`src/rtl/execute_hazard_controller_if.sv`:
```
// Decode-side hazard inputs and execute-stage control outputs of the hazard controller.
// The controller uses the slave view. The driver of the decode fields uses the master view.
interface execute_hazard_controller_if #(
  parameter int CNT_BITS = 16
);
  logic [3:0]          RA1D;
  logic [3:0]          RA2D;
  logic [3:0]          WA4D;
  logic                RegWriteD;
  logic                MemtoRegD;
  logic                BranchTakenE;
  logic                CntClr;
  logic [1:0]          ForwardAE;
  logic [1:0]          ForwardBE;
  logic                StallF;
  logic                StallD;
  logic                FlushD;
  logic                FlushE;
  logic [CNT_BITS-1:0] StallCount;
  logic [CNT_BITS-1:0] FlushCount;

  modport master (
    output RA1D, RA2D, WA4D, RegWriteD, MemtoRegD, BranchTakenE, CntClr,
    input  ForwardAE, ForwardBE, StallF, StallD, FlushD, FlushE, StallCount, FlushCount
  );

  modport slave (
    input  RA1D, RA2D, WA4D, RegWriteD, MemtoRegD, BranchTakenE, CntClr,
    output ForwardAE, ForwardBE, StallF, StallD, FlushD, FlushE, StallCount, FlushCount
  );
endinterface

```
`src/rtl/execute_hazard_controller.sv`:
```
// Execute-stage hazard unit: E/M/W destination shadows, operand forwarding selects,
// load-use stall, branch flush and saturating stall/flush event counters.
module execute_hazard_controller #(
  parameter int         CNT_BITS = 16,
  parameter logic [3:0] PC_REG   = 4'd15
) (
  input  logic                          CLK,
  input  logic                          RST,
  execute_hazard_controller_if.slave    hz
);

  localparam logic [CNT_BITS-1:0] CNT_ONE = CNT_BITS'(1);

  logic [3:0]          ra1_e_q, ra1_e_d;
  logic [3:0]          ra2_e_q, ra2_e_d;
  logic [3:0]          wa4_e_q, wa4_e_d;
  logic                rw_e_q, rw_e_d;
  logic                mtr_e_q, mtr_e_d;
  logic [3:0]          wa4_m_q;
  logic                rw_m_q;
  logic [3:0]          wa4_w_q;
  logic                rw_w_q;
  logic [CNT_BITS-1:0] stall_cnt_q, stall_cnt_d;
  logic [CNT_BITS-1:0] flush_cnt_q, flush_cnt_d;
  logic                ld_stall;
  logic                flush_e;

  // M holds the newest result, so it wins over W; the PC is never forwarded.
  function automatic logic [1:0] fwd_sel(input logic [3:0] ra,
                                         input logic       rw_m,
                                         input logic [3:0] wa_m,
                                         input logic       rw_w,
                                         input logic [3:0] wa_w);
    logic [1:0] sel;
    sel = 2'b00;
    if (ra != PC_REG) begin
      if (rw_m && (wa_m == ra))      sel = 2'b10;
      else if (rw_w && (wa_w == ra)) sel = 2'b01;
    end
    return sel;
  endfunction

  always_comb begin
    ld_stall = mtr_e_q && rw_e_q &&
               ((wa4_e_q == hz.RA1D) || (wa4_e_q == hz.RA2D)) && !hz.BranchTakenE;
    flush_e  = ld_stall || hz.BranchTakenE;
  end

  always_comb begin
    ra1_e_d = hz.RA1D;
    ra2_e_d = hz.RA2D;
    wa4_e_d = hz.WA4D;
    rw_e_d  = hz.RegWriteD;
    mtr_e_d = hz.MemtoRegD;
    if (flush_e) begin
      ra1_e_d = 4'd0;
      ra2_e_d = 4'd0;
      wa4_e_d = 4'd0;
      rw_e_d  = 1'b0;
      mtr_e_d = 1'b0;
    end
  end

  always_comb begin
    stall_cnt_d = stall_cnt_q;
    flush_cnt_d = flush_cnt_q;
    if (hz.CntClr) begin
      stall_cnt_d = '0;
      flush_cnt_d = '0;
    end else begin
      if (ld_stall && (stall_cnt_q != '1))        stall_cnt_d = stall_cnt_q + CNT_ONE;
      if (hz.BranchTakenE && (flush_cnt_q != '1)) flush_cnt_d = flush_cnt_q + CNT_ONE;
    end
  end

  always_ff @(posedge CLK or negedge RST) begin
    if (!RST) begin
      ra1_e_q     <= 4'd0;
      ra2_e_q     <= 4'd0;
      wa4_e_q     <= 4'd0;
      rw_e_q      <= 1'b0;
      mtr_e_q     <= 1'b0;
      wa4_m_q     <= 4'd0;
      rw_m_q      <= 1'b0;
      wa4_w_q     <= 4'd0;
      rw_w_q      <= 1'b0;
      stall_cnt_q <= '0;
      flush_cnt_q <= '0;
    end else begin
      ra1_e_q     <= ra1_e_d;
      ra2_e_q     <= ra2_e_d;
      wa4_e_q     <= wa4_e_d;
      rw_e_q      <= rw_e_d;
      mtr_e_q     <= mtr_e_d;
      wa4_m_q     <= wa4_e_q;
      rw_m_q      <= rw_e_q;
      wa4_w_q     <= wa4_m_q;
      rw_w_q      <= rw_m_q;
      stall_cnt_q <= stall_cnt_d;
      flush_cnt_q <= flush_cnt_d;
    end
  end

  assign hz.ForwardAE  = fwd_sel(ra1_e_q, rw_m_q, wa4_m_q, rw_w_q, wa4_w_q);
  assign hz.ForwardBE  = fwd_sel(ra2_e_q, rw_m_q, wa4_m_q, rw_w_q, wa4_w_q);
  assign hz.StallF     = ld_stall;
  assign hz.StallD     = ld_stall;
  assign hz.FlushD     = hz.BranchTakenE;
  assign hz.FlushE     = flush_e;
  assign hz.StallCount = stall_cnt_q;
  assign hz.FlushCount = flush_cnt_q;

endmodule

```
`src/flat_wrapper.sv`:
```
// flat-port wrapper written by rule: the top's interface ports become plain ports
module execute_hazard_controller_flat 
#(
  parameter int         CNT_BITS = 16,
  parameter logic [3:0] PC_REG   = 4'd15
)
  (CLK, RST, hz_RA1D, hz_RA2D, hz_WA4D, hz_RegWriteD, hz_MemtoRegD, hz_BranchTakenE, hz_CntClr, hz_ForwardAE, hz_ForwardBE, hz_StallF, hz_StallD, hz_FlushD, hz_FlushE, hz_StallCount, hz_FlushCount);
  execute_hazard_controller_if #(.CNT_BITS(CNT_BITS)) hz_i ();
  input  logic CLK;
  input  logic RST;
  input wire logic [$bits(hz_i.RA1D)-1:0] hz_RA1D;
  input wire logic [$bits(hz_i.RA2D)-1:0] hz_RA2D;
  input wire logic [$bits(hz_i.WA4D)-1:0] hz_WA4D;
  input wire logic [$bits(hz_i.RegWriteD)-1:0] hz_RegWriteD;
  input wire logic [$bits(hz_i.MemtoRegD)-1:0] hz_MemtoRegD;
  input wire logic [$bits(hz_i.BranchTakenE)-1:0] hz_BranchTakenE;
  input wire logic [$bits(hz_i.CntClr)-1:0] hz_CntClr;
  output wire logic [$bits(hz_i.ForwardAE)-1:0] hz_ForwardAE;
  output wire logic [$bits(hz_i.ForwardBE)-1:0] hz_ForwardBE;
  output wire logic [$bits(hz_i.StallF)-1:0] hz_StallF;
  output wire logic [$bits(hz_i.StallD)-1:0] hz_StallD;
  output wire logic [$bits(hz_i.FlushD)-1:0] hz_FlushD;
  output wire logic [$bits(hz_i.FlushE)-1:0] hz_FlushE;
  output wire logic [$bits(hz_i.StallCount)-1:0] hz_StallCount;
  output wire logic [$bits(hz_i.FlushCount)-1:0] hz_FlushCount;
  assign hz_i.RA1D = hz_RA1D;
  assign hz_i.RA2D = hz_RA2D;
  assign hz_i.WA4D = hz_WA4D;
  assign hz_i.RegWriteD = hz_RegWriteD;
  assign hz_i.MemtoRegD = hz_MemtoRegD;
  assign hz_i.BranchTakenE = hz_BranchTakenE;
  assign hz_i.CntClr = hz_CntClr;
  assign hz_ForwardAE = hz_i.ForwardAE;
  assign hz_ForwardBE = hz_i.ForwardBE;
  assign hz_StallF = hz_i.StallF;
  assign hz_StallD = hz_i.StallD;
  assign hz_FlushD = hz_i.FlushD;
  assign hz_FlushE = hz_i.FlushE;
  assign hz_StallCount = hz_i.StallCount;
  assign hz_FlushCount = hz_i.FlushCount;
  execute_hazard_controller #(.CNT_BITS(CNT_BITS), .PC_REG(PC_REG)) u_core (.CLK(CLK), .RST(RST), .hz(hz_i));
endmodule
```
`config.mk`:
```
export PLATFORM = sky130hd
export DESIGN_NAME = execute_hazard_controller_flat
export DESIGN_NICKNAME = d
export VERILOG_FILES = /design/src/rtl/execute_hazard_controller_if.sv /design/src/rtl/execute_hazard_controller.sv /design/src/flat_wrapper.sv
export SDC_FILE = /design/constraint.sdc
export NUM_CORES = 1
export LEC_CHECK = 0
export CELL_PAD_IN_SITES_DETAIL_PLACEMENT = 1
export CELL_PAD_IN_SITES_GLOBAL_PLACEMENT = 1
export CORE_MARGIN = 2
export CORE_UTILIZATION = 41
export CTS_BUF_LIST = sky130_fd_sc_hd__clkbuf_2
export DETAILED_ROUTE_END_ITERATION = 16
export GPL_ROUTABILITY_DRIVEN = 0
export PLACE_DENSITY_LB_ADDON = 0.1
export SLEW_MARGIN = 15
export SYNTH_ARGS = -nofsm -noshare
export SYNTH_HDL_FRONTEND = slang
export SYNTH_SLANG_ARGS = --single-unit
```
`constraint.sdc`:
```
create_clock -name CLK -period 2.75 [get_ports CLK]
set_input_delay 0.55 -clock CLK [delete_from_list [all_inputs] [get_ports CLK]]
set_output_delay 0.55 -clock CLK [all_outputs]
set_load 0.01 [all_outputs]
```
# Word level (Yosys, flattened, before mapping)

Cells that the tools add are included.

Eq/ne operators: 10
Add/sub/neg operators: 2
Reduce and logical (&&, ||, !) cells: 14
Multiplexer cells: 15

Operators with widths:

| operator                                       | number |
|---|---|
| 2-to-1 mux 16 bit                              | 4 |
| adder 16 x 1 -> 16 bit (second input constant) | 2 |
| != test 16 bit (second input constant)         | 2 |
| equality test 4 bit                            | 6 |
| 2-to-1 mux 4 bit                               | 3 |
| logical AND 1 bit                              | 9 |
| 2-to-1 mux 2 bit                               | 4 |
| != test 4 bit (second input constant)          | 2 |
| 2-to-1 mux 1 bit                               | 4 |
| nonzero test 2 bit                             | 2 |
| logical OR 1 bit                               | 2 |
| zero test 1 bit                                | 1 |

Bits in registers: 56
Logic and storage cells: 52

# Longest topological paths before layout

Depth in word-level cells: 7
Depth in mapped cells: 7
Depth with buffers taken out: 6

# Worst setup path after synthesis

No wires, ideal clock.

Path kind: input-to-output
Start point: in hz_RA1D[2]
End point: out hz_StallF
Buffers on the path: 2
Data required time: 2200 ps
Setup slack: 567 ps
Stages on the path: 6
Arrival: 1633 ps
Cells stage by stage: xor2_1 > nor4_1 > o21ai_1 > clkbuf_1 > inv_1 > buf_4

Cells in the longest elaborated chain, start to end: 4

RTL lines:

| element             | RTL line                        | source |
|---|---|---|
| start, declared     | flat_wrapper.sv:11              | `input wire logic [$bits(hz_i.RA1D)-1:0] hz_RA1D;` |
| equality test 4 bit | execute_hazard_controller.sv:45 | `((wa4_e_q == hz.RA1D) \|\| (wa4_e_q == hz.RA2D)) && !hz.BranchTakenE;` |
| logical OR 1 bit    | execute_hazard_controller.sv:45 |  |
| logical AND 1 bit   | execute_hazard_controller.sv:44 | `ld_stall = mtr_e_q && rw_e_q &&` |
| logical AND 1 bit   | execute_hazard_controller.sv:45 |  |
| end, declared       | flat_wrapper.sv:20              | `output wire logic [$bits(hz_i.StallF)-1:0] hz_StallF;` |

Every way passes these cells.

# Final worst setup path

Start point: in hz_RA1D[0]
End point: out hz_StallD

Cells in the longest elaborated chain, start to end: 4

RTL lines:

| element             | RTL line                        | source |
|---|---|---|
| equality test 4 bit | execute_hazard_controller.sv:45 |  |
| logical OR 1 bit    | execute_hazard_controller.sv:45 |  |
| logical AND 1 bit   | execute_hazard_controller.sv:44 |  |
| logical AND 1 bit   | execute_hazard_controller.sv:45 |  |
| end, declared       | flat_wrapper.sv:21              | `output wire logic [$bits(hz_i.StallD)-1:0] hz_StallD;` |

Every way passes these cells.

==> reports/metrics.yaml <==
logic_synthesis:
  synth_compound_area_share_pct: 12.3
  ys_warn_count: 0
  yosysTopAreaCell: "dfrtp_1"
  postSynthAreaPerCell_um2: 10.3
  synth_edf_count: 0
  async_flop_share_pct: 100
  yosys_most_used_dff: "dfrtp_1"
  synth_seq_area_share_pct: 50.3
  synthCells: 271
  synth_xor_area_share_pct: 11.0
  synth.distinct_cells: 39
  synth_top_family_by_area: "simple AND/OR/NAND/NOR gates"
  yosysMostFrequentCell: "dfrtp_1"
  synth_seq_cells: 56
  syn_area_mm2: 0.00279
  yosys.area_share.adder_pct: 0.898
  synthTopCellsByCount: "56 x dfrtp_1, 27 x xor2_1, 19 x nor2_1"
  syn-num-nets: 291
  synthMuxAreaShare_pct: 0.359
  synth_area_leaders: "dfrtp_1 50%, xor2_1 8.5%, and2_1 3.8%"
  synthSimpleGateAreaFrac_pct: 22.7
  synth.top_cell.area_share_pct: 50.3
drt:
  dr.first_iter.drc_count: 75
  vias_per_cell: 5.40
  dr.pass1.iters: 4
  drc_errors: 0
  drtAntennaViolNets: 0
  via_count: 2269
  avgRoutedWirePerCell_um: 16.8
  wl_mm: 7.04
pwr:
  seqPwrFrac_pct: 61.0
  clkPwrFrac_pct: 29.1
  peakVddDrop_uv: 162
  leakage_nw: 1.57
  power.total_w: 0.00143
  switching_share_pct: 25.1
  p_comb_share_pct: 10.0
  internal_power_w: 0.00107
  power_density_mw_per_mm2: 396
  switchingPower_w: 0.000359
floorplan:
  io_pins: 58
  core_area_mm2: 0.00668
  die-width_um: 86.4
  die_h_um: 86.4
  rows: 30
  start_util_pct: 41.7
  die-area_mm2: 0.00747
clocking:
  tritoncts: "built"
  cts_sinks: 56
  clk_path_buf_depth: 2
  clkLatencyLatePin_ns: 0.44
  htree_levels: 2
  cts_buffers: 5
  root_buffer: "clkbuf_2"
  cts_hold_buf: 0
  clk_pin_slew_ns: 0.29
critical_path:
  end_kind: "primary output"
  critPathMaxFanout: 2
  crit_arrival_ns: 2.06
  reg2reg_to: "u_core.hz.StallCount[10]"
  crit_chain: "clkdlybuf4s50_1 > xor2_1 > nor4_2 > buf_4 > o21ai_2 > inv_1 > clkdlybuf4s15_1"
  rrSetupSlack_ns: 0.53
  cp_slowest_cell: "clkdlybuf4s50_1"
  rr_startpoint: "u_core.hz.StallCount[0]"
  critical_path_class: "in2out"
  slowest_delay_ns: 0.44
  worstSetupStartpointType: "input pin"
  rr_worst_depth: 6
  crit_required_ns: 2.20
place:
  detailed_place_hpwl_mm: 5.08
  dpl.cell_count: 404
  io_buffers: 57
grt:
  track_usage_pct: 19.9
  grt_pass1_vias: 2419
  grt_max_degree: 25
  antenna_found_initial: 0
  grt_overflow: 0
  grt_pass1_wl_mm: 11.8
layout:
  fin_nets: 359
  utilization_pct: 54.0
  area_growth_pct: 29.6
  diodes: 0
  fin_cells: 420
  drive_above_1_share_pct: 10.6
sta:
  fmax_mhz: 384
  report.final.slew_viol_count: 0
  finalHoldViolations: 0
  tightest_slew_ns: 0.670
  maxSlewHeadroom_pct: 55.2
  fin_crit_sh_pct: 94.8
  fin_crit_ns: 2.61
  finalSetupViolCount: 0
  skew_ns: 0.0162
min_path:
  hp-class: "in2async"
job:
  max_cap_viol_count: 0
outcome:
  status: "completed"
flip-flops by register name, summed over array words and instances (netlist names), 4 cells and up:
register,flops
u_core.hz.FlushCount,16
u_core.hz.StallCount,16
u_core.ra1_e_q,4
u_core.ra2_e_q,4
u_core.wa4_e_q,4
u_core.wa4_m_q,4
u_core.wa4_w_q,4
power groups by stage:
stage	clock, W	combinational (W)	sequential, W
floorplan	0	0.0000579	0.000881
global placement	0	0.000128	0.000886
detailed placement	0	0.000132	0.000887
CTS	0.000431	0.000138	0.000873
global route	0.000463	0.000159	0.000877
finish	0.000416	0.000143	0.000872
per-layer routing:
layer,global-route usage (%),up-vias,wire [um]
met4,4.69,0,107
li1,-,1114,-
met5,0,-,0
met2,33.4,36,3460
met1,26.3,1111,3230
met3,4.76,8,242
what timing repair did:
action / in CTS / in global routing
buffers inserted: 2 / 6
resized for setup: 8 / 12
pin swaps: 3 / 3
endpoints found under the setup margin: 4 / 5
cells by family (layout without fill, tap and decap cells):
group / count (synthesis) / after routing
multiplexers: 1 / 1
AO/OA/AOI/OAI: 56 / 56
adder cells (fa/ha/maj): 2 / 2
buffers and inverters: 14 / 83
XOR/XNOR: 35 / 35
flip-flops: 56 / 56
AND/OR/NAND/NOR: 107 / 107
cells in the final DEF (no fill, tap or decap), drive strengths merged, types with 2 or more instances in the layout:
cell and n:
and3 7, nand4 7, nor2 19, dfrtp 56, a41oi 3, nor3 4, clkbuf 5, xor2 27
or4 7, nor4 4, clkdlybuf4s50 48, ha 2, dlymetal6s2s 5, xnor2 8, o21ai 19, or3 9
nand3 13, or3b 2, inv 3, o31ai 6, buf 17, and4 4, nand2 12, a21oi 17
clkdlybuf4s15 2, o211ai 3, and2 17, o2111ai 4
critical path, delay by kind of cell:
kind	cells	cell delay, ns
buffers and inverters	4	0.95
AND/OR/NAND/NOR	1	0.31
XOR/XNOR	1	0.18
AO/OA/AOI/OAI	1	0.07
worst max-delay path by stage:
stage / from / endpoint / slack [ns] / cells past startpoint
CTS: hz_RA1D[1] / hz_FlushE / -0.01 / 8
global route: u_core.wa4_e_q[2] / hz_StallD / -0.02 / 6
finish: hz_RA1D[0] / hz_StallD / 0.14 / 7
global placement: hz_RA1D[2] / hz_FlushE / -0.22 / 7
detailed placement: hz_RA1D[2] / hz_FlushE / -0.25 / 7
floorplan: hz_RA1D[2] / hz_StallF / 0.57 / 6
per-stage QoR:
step	worst slack, ns	cell area (um2)	hold slack (ns)	TNS (ns)
finish	0.143	3610	0.0600	0
floorplan	0.567	2790	0.254	0
CTS	-0.0149	3540	0.0550	-0.0149
detailed placement	-0.247	3450	0.376	-0.751
global route	-0.0212	3610	0.0342	-0.0417
global placement	-0.223	3450	0.375	-0.627
area by class of cell:
class	instances	area, um2
Timing Repair Buffer	72	686
Inverter	3	11.3
Clock buffer	5	25.0
Fill cell	754	3070
Multi-Input combinational cell	201	1340
Sequential cell	56	1400
Clock inverter	3	42.5
Tap cell	80	100
Note: power is estimated with default switching activity, not from simulation.
